## config.mk

```make
export PLATFORM = sky130hd
export DESIGN_NAME = debounce_multi
export DESIGN_NICKNAME = d
export VERILOG_FILES = /design/src/rtl/debounce_multi.sv
export SDC_FILE = /design/constraint.sdc
export NUM_CORES = 1
export LEC_CHECK = 0
export ABC_CLOCK_PERIOD_IN_PS = 1300
export BUFFER_PORTS_ARGS = -buffer_cell sky130_fd_sc_hd__buf_4
export CAP_MARGIN = 10
export CORE_ASPECT_RATIO = 1.75
export CORE_MARGIN = 2
export CORE_UTILIZATION = 41
export CTS_CLUSTER_SIZE = 16
export DETAILED_ROUTE_END_ITERATION = 16
export GPL_TIMING_DRIVEN = 0
export SETUP_SLACK_MARGIN = 0.02
export SLEW_MARGIN = 10
export SYNTH_ARGS = -nofsm -noshare
export SYNTH_HDL_FRONTEND = slang
export SYNTH_SLANG_ARGS = --single-unit
```

## constraint.sdc

```tcl
create_clock -name clk -period 1.3 [get_ports clk]
set_input_delay 0.26 -clock clk [delete_from_list [all_inputs] [get_ports clk]]
set_output_delay 0.26 -clock clk [all_outputs]
set_load 0.01 [all_outputs]
```

## src/rtl/debounce_multi.sv

```systemverilog
// debounce_multi: N_CH independent switch/button debouncers.
// Each channel has a SYNC_STAGES-deep synchroniser and a stability counter.
// A new level is accepted only after it has been held for STABLE_CYCLES
// consecutive cycles at the synchroniser output. The accepted level is
// driven on clean_out, with one-cycle rise/fall strobes that coincide with
// the change.
// Optional feature: define DEBOUNCE_TOGGLE_EN to add toggle_out, a
// push-on/push-off level that flips one cycle after each rise strobe.
module debounce_multi #(
    parameter int N_CH          = 4,
    parameter int STABLE_CYCLES = 64,
    parameter int SYNC_STAGES   = 2,
    parameter bit INIT_LEVEL    = 1'b0
) (
    input  logic            clk,
    input  logic            reset,
    input  logic [N_CH-1:0] noisy_in,
    output logic [N_CH-1:0] clean_out,
    output logic [N_CH-1:0] rise_pulse,
    output logic [N_CH-1:0] fall_pulse
`ifdef DEBOUNCE_TOGGLE_EN
    ,
    output logic [N_CH-1:0] toggle_out
`endif
);

    // Counter only has to reach STABLE_CYCLES-1, so clog2 bits suffice.
    localparam int            CW      = (STABLE_CYCLES > 1) ? $clog2(STABLE_CYCLES) : 1;
    localparam logic [CW-1:0] CNT_MAX = CW'(STABLE_CYCLES - 1);

    // Reject configurations the counter/synchroniser structure cannot support.
    if (N_CH < 1) begin : g_bad_n_ch
        $error("debounce_multi: N_CH must be >= 1");
    end
    if (STABLE_CYCLES < 2) begin : g_bad_stable
        $error("debounce_multi: STABLE_CYCLES must be >= 2");
    end
    if (SYNC_STAGES < 2) begin : g_bad_sync
        $error("debounce_multi: SYNC_STAGES must be >= 2");
    end

    for (genvar i = 0; i < N_CH; i++) begin : g_ch
        logic [SYNC_STAGES-1:0] sync_q;
        logic [CW-1:0]          cnt_q;
        logic                   clean_q;
        logic                   rise_q;
        logic                   fall_q;
        logic                   sync_lvl;

        assign sync_lvl = sync_q[SYNC_STAGES-1];

        // Synchronise the raw pin, time how long the new level persists,
        // and commit it together with its strobe when the run completes.
        // NOTE: reset is synchronous here (sampled only on the clock edge);
        // there is deliberately no asynchronous path into these flops.
        always_ff @(posedge clk) begin
            if (reset) begin
                sync_q  <= {SYNC_STAGES{INIT_LEVEL}};
                cnt_q   <= '0;
                clean_q <= INIT_LEVEL;
                rise_q  <= 1'b0;
                fall_q  <= 1'b0;
            end else begin
                // NOTE: non-blocking assignments let every flop in this block
                // see the pre-edge values, so the shift and the compare below
                // behave like real parallel registers.
                sync_q <= {sync_q[SYNC_STAGES-2:0], noisy_in[i]};
                rise_q <= 1'b0;
                fall_q <= 1'b0;
                if (sync_lvl == clean_q) begin
                    // Back at the accepted level: any partial run is discarded.
                    cnt_q <= '0;
                end else if (cnt_q == CNT_MAX) begin
                    clean_q <= sync_lvl;
                    cnt_q   <= '0;
                    rise_q  <= sync_lvl;
                    fall_q  <= ~sync_lvl;
                end else begin
                    cnt_q <= cnt_q + 1'b1;
                end
            end
        end

        assign clean_out[i]  = clean_q;
        assign rise_pulse[i] = rise_q;
        assign fall_pulse[i] = fall_q;

`ifdef DEBOUNCE_TOGGLE_EN
        logic toggle_q;

        // Push-on/push-off: flip once per accepted press, one cycle after the strobe.
        always_ff @(posedge clk) begin
            if (reset) begin
                toggle_q <= 1'b0;
            end else if (rise_q) begin
                toggle_q <= ~toggle_q;
            end
        end

        assign toggle_out[i] = toggle_q;
`endif
    end

endmodule

```

; ---- Yosys cells after proc, flatten, opt, wreduce, memory -nomap -nowiden
; Index checks and enable logic that the tools add are counted.
[totals]
n_memories = 0
rom_bits = 0
ramBits = 0
output_inout_bits = 12
input_bits = 6
latchBits = 0
reg_bits = 44
[classes]
order_cmp = 0
shifts = 0
mux = 0
add_sub_neg = 4
n_reduce_logical = 12
n_bitwise = 12
div_mod_pow = 0
n_eq_ne = 8
n_mul = 0
[ops]
columns = operator, count
row1 = $add A6 B1 Y6 const B, 4
row2 = $eq A6 B6 Y1 const B, 4
row3 = $reduce_or A3 Y1, 8
row4 = $not A1 Y1, 12
row5 = $reduce_and A2 Y1, 4
row6 = $eq A1 B1 Y1, 4

; ---- Depth between registers and ports, before layout
[depth]
word_depth = 3
ltp_mapped = 4
mapped_depth_nobuf = 4

; ---- Worst setup path after synthesis
; OpenSTA, ideal clock, no wires.
[synth_path]
kind = register -> register
from = register g_ch[1].cnt_q[0]
to = register g_ch[1].clean_q
setup_ns = 0.071
t_arrival_ns = 1.086
path_stages_with_launch = 5
synth_period_minus_slack_ns = 1.156
setup_slack_ns = 0.144
path_cell_list = dfxtp_1 ha_1 nand2_1 or3_1 a21oi_1
[synth_via]
elab_chain_len = 2
[synth_rtl]
columns = element, line_no
row1 = start: declaration, 44  ; logic [CW-1:0] cnt_q;
row2 = start signal: assignment, 79  ; cnt_q <= cnt_q + 1'b1;
row3 = $eq A6 B6 Y1, 73  ; end else if (cnt_q == CNT_MAX) begin
row4 = $reduce_and A2 Y1 (no source line), --
row5 = end signal: assignment, 74  ; clean_q <= sync_lvl;
row6 = end: declaration, 45  ; logic clean_q;
; No other way between the ends.
; A chain may end at the register's enable or synchronous reset.

; ---- Worst setup path after layout
[layout_path]
from = register g_ch[2].cnt_q[1]
to = register g_ch[2].clean_q
[layout_via]
elab_chain_len = 2
[layout_rtl]
columns = element, line_no
row1 = start: declaration, 44
row2 = start signal: assignment, 79
row3 = $eq A6 B6 Y1, 73
row4 = $reduce_and A2 Y1 (no source line), --
row5 = end signal: assignment, 74
row6 = end: declaration, 45
; No other way between the ends.

==> run summary <==
The longest individual stage delay on the worst path works out to 0.36 ns. Detailed placement finished with a half-perimeter wire length of 1.86 mm. On the final layout, the worst clock skew is 0.00196 ns. The run gives 0 as the hold buffer count at cts.

The power per cell area was 1150 nW/µm²; the number of antenna violations at the first check in global routing was 0. Leaving out fill and tap cells, the most frequent cells in the layout are sky130_fd_sc_hd__dfxtp_1 (40), sky130_fd_sc_hd__buf_4 (32), sky130_fd_sc_hd__nor2_1 (18), sky130_fd_sc_hd__nand3_1 (11). The slew at the pin closest to its max-slew limit works out to 0.421 ns. Leaving out fill and tap cells, the most frequent cell in the layout is sky130_fd_sc_hd__dfxtp_1. VDD sags by at most 0.000738 V. A synthesized cell averages 9.40 µm².

The top fanout value on the critical path came out at 3. The area growth from synthesis to layout is 20.0%. Input and output buffers added on the ports amount to 17. The detailed router finished its first iteration with 12 violations. The adder-cell share of the synthesized area is 2.99%.

Along the worst hold path, the cell count comes to 2. TritonCTS built the clock tree. Across the run, the number of max-cap violations was 0.

The parity-gate share of the synthesized area counting xor and xnor cells was 8.38%; the post-layout instance count excluding filler cells was 253. After floorplanning, the core was divided into 30 placement rows. The smallest clock period supported by the final layout is computed as 1.22 ns.

The die width is 52.3 µm. The floorplan die height was 88.5 µm; the total of warnings raised by yosys was 0. After Yosys synthesis, and, or, nand and nor cells account for 22.1% of the synthesized area.

The logs give 0.28 ns for the clock latency of the later-clocked register in the worst-skew pair and 0 for the remaining global-route overflow. Setup violations remaining at the end of the flow were counted as 0. The hold violation total from the final report was 0; the area of the mapped netlist was 1670 µm².

The root buffer cell chosen for the clock tree is sky130_fd_sc_hd__clkbuf_8. The total I/O pin count is 18, and the routability congestion estimate from global placement is 0.778. Derived from the worst setup path, the maximum achievable clock frequency is 0.822 GHz.

Setup total negative slack on the finished layout was measured at 0 ns. For this block, the routed nets add up to 2.55 mm of wire. Synthesis handed over a netlist of 178 instances.

TritonCTS created 5 clock buffers. After synthesis, the netlist uses 22 different library cells. STA classifies the critical path startpoint as a flip-flop.

In this run, placement finished with an instance count of 243. The core area is 3900 µm², and the compound-cell area share of the yosys netlist is 6.43%. The tools report the final number of max-transition violations as 0. The critical path is of the reg -> reg type.

The first global-routing pass estimated 4.38 mm of wire. The antenna violation net count after detailed routing was 0; the post-detailed-route wirelength per cell was 10.1 µm. The signal on the critical path passes through ha_2, nand3_1, or3_1, a21oi_1.

The routed via count divided by cell count is 4.79. The longest clock path from root to sink contains 2 buffers. The worst register-to-register path has a depth of 4.

Cells with a size suffix above 1 make up 25.4% of the layout. The data arrival at the endpoint of the critical path is 1.43 ns, and the via count of the first global-routing pass is 1,079. The logs give 0.08 ns for the reg2reg setup slack and 52.7% for the sequential element share of the synthesized area. By area, the combinational part of the netlist is dominated by simple AND/OR/NAND/NOR gates. The clock slew seen by the registers of the worst setup and hold paths was 0.07 ns. The tools report the die outline area as 4630 µm². The CTS H-tree depth is 2. For the via count, the log shows 1,211. The run gives 0 as the number of diodes added for antenna fixing. Measured against its own limit, the worst slew margin works out to 72.0%. Global routing used 12.6% of the available tracks. The path class of the tightest hold or removal check is in -> reg. Post-layout net count: 215. The worst setup path is captured at a flip-flop. The flow ran to the end, and the final reports show no timing, DRC or antenna violations.

The clock drives 44 sinks. When the netlist entered floorplanning its net count stood at 188. Multiplexer cells account for 0% of the synthesized area.

In this run the static leakage power is 0.760 nW. The maximum number of pins on one net before global-route repair is 13. For the effective utilization at floorplan, the log shows 42.9%.

Number of synthesized register bits: 44. The share of the clock period used by the worst path after layout is 93.6%, and the remaining routing DRC violations is 0. The critical-path cell with the highest stage delay is sky130_fd_sc_hd__dfxtp_1. For the worst setup path, the data required time is 1.52 ns. The first-pass iteration count of the detailed router was 4.
where the power goes:
part	leakage [nW]	switching [W]	total, W	internal [W]
Clock	0.0503	0.000408	0.000881	0.000473
Combinational	0.352	0.0000270	0.0000531	0.0000261
Sequential	0.358	0.00000935	0.00137	0.00136
Total	0.760	0.000444	0.00231	0.00186
area by class of cell:
| cell class | instances | area, µm² |
|---|---|---|
| plain buffers | 13 | 93.8 |
| fillers | 373 | 1900 |
| repair buffers | 20 | 150 |
| flip-flops and latches | 44 | 886 |
| inverters | 8 | 30.0 |
| clock buffers | 7 | 96.3 |
| well taps | 48 | 60.1 |
| multi-input cells | 113 | 691 |
Yosys cell counts, drive strengths merged:
library cell   n  area share, %
nor3b          1           0.45
inv            8            1.8
nor2          18            4.0
nand4b         1           0.52
buf           12            5.4
xnor2          6            3.1
nand3         13            4.5
or2            1           0.37
dfxtp         44             53
o211ai         3            1.3
or3            7            2.6
xor2          10            5.2
and3           3            1.2
clkbuf         1           0.22
nor2b          8            3.0
ha             4            3.0
o21ai          8            2.4
nor3          10            3.0
nand2         11            2.5
a21oi          9            2.7
what timing repair did:
| item | 4_1_cts | 5_1_grt |
|---|---|---|
| endpoints found under the setup margin | 0 | 18 |
| resized for setup | 0 | 10 |
| buffers inserted | 0 | 3 |
critical path, delay by kind of cell (launching register included):
family / cells / cell delay [ns]
flops: 1 / 0.36
compound gates: 1 / 0.12
simple gates: 2 / 0.46
fa+ha+maj: 1 / 0.21
logic make-up after synthesis:
group | after synthesis
buffers and inverters | 21
AO/OA/AOI/OAI | 20
adder cells (fa/ha/maj) | 4
XOR/XNOR | 16
AND/OR/NAND/NOR | 73
flip-flops | 44
flip-flops by register name, indices dropped and copies added (netlist names):
name          cells
g_ch.fall_q       4
g_ch.cnt_q       24
g_ch.rise_q       4
g_ch.sync_q       8
g_ch.clean_q      4
layer usage:
metal  share of wire (%)  wire (µm)  global-route usage [%]  vias up
met5                   0          0                       0        -
met4                 2.3         59                    6.29        0
met3                 3.8         97                    4.05        7
met2                  53       1360                    21.1       17
met1                  40       1030                    14.0      553
li1                    -          -                       -      634
through the flow:
stage               setup slack (ns)  total power [W]  instance area, µm²  hold WS, ns  util (%)
finish                        0.0835          0.00231                2010        0.148      51.4
global route                -0.00149          0.00240                2010        0.142      51.4
CTS                           0.0358          0.00235                1960        0.133      50.1
detailed placement            0.0572          0.00145                1860        0.423      47.7
global placement              0.0573          0.00145                1860        0.422      47.7
floorplan                      0.144          0.00143                1670        0.332         -
path summary, 6_finish.rpt:
path	to	start
hold reg to reg	g_ch[0].cnt_q[0]	g_ch[0].cnt_q[0]
setup reg to reg	g_ch[2].clean_q	g_ch[2].cnt_q[1]
hold / removal	g_ch[2].sync_q[0]	reset
setup / recovery	g_ch[2].clean_q	g_ch[2].cnt_q[1]
(Power assumes the default switching activity.)
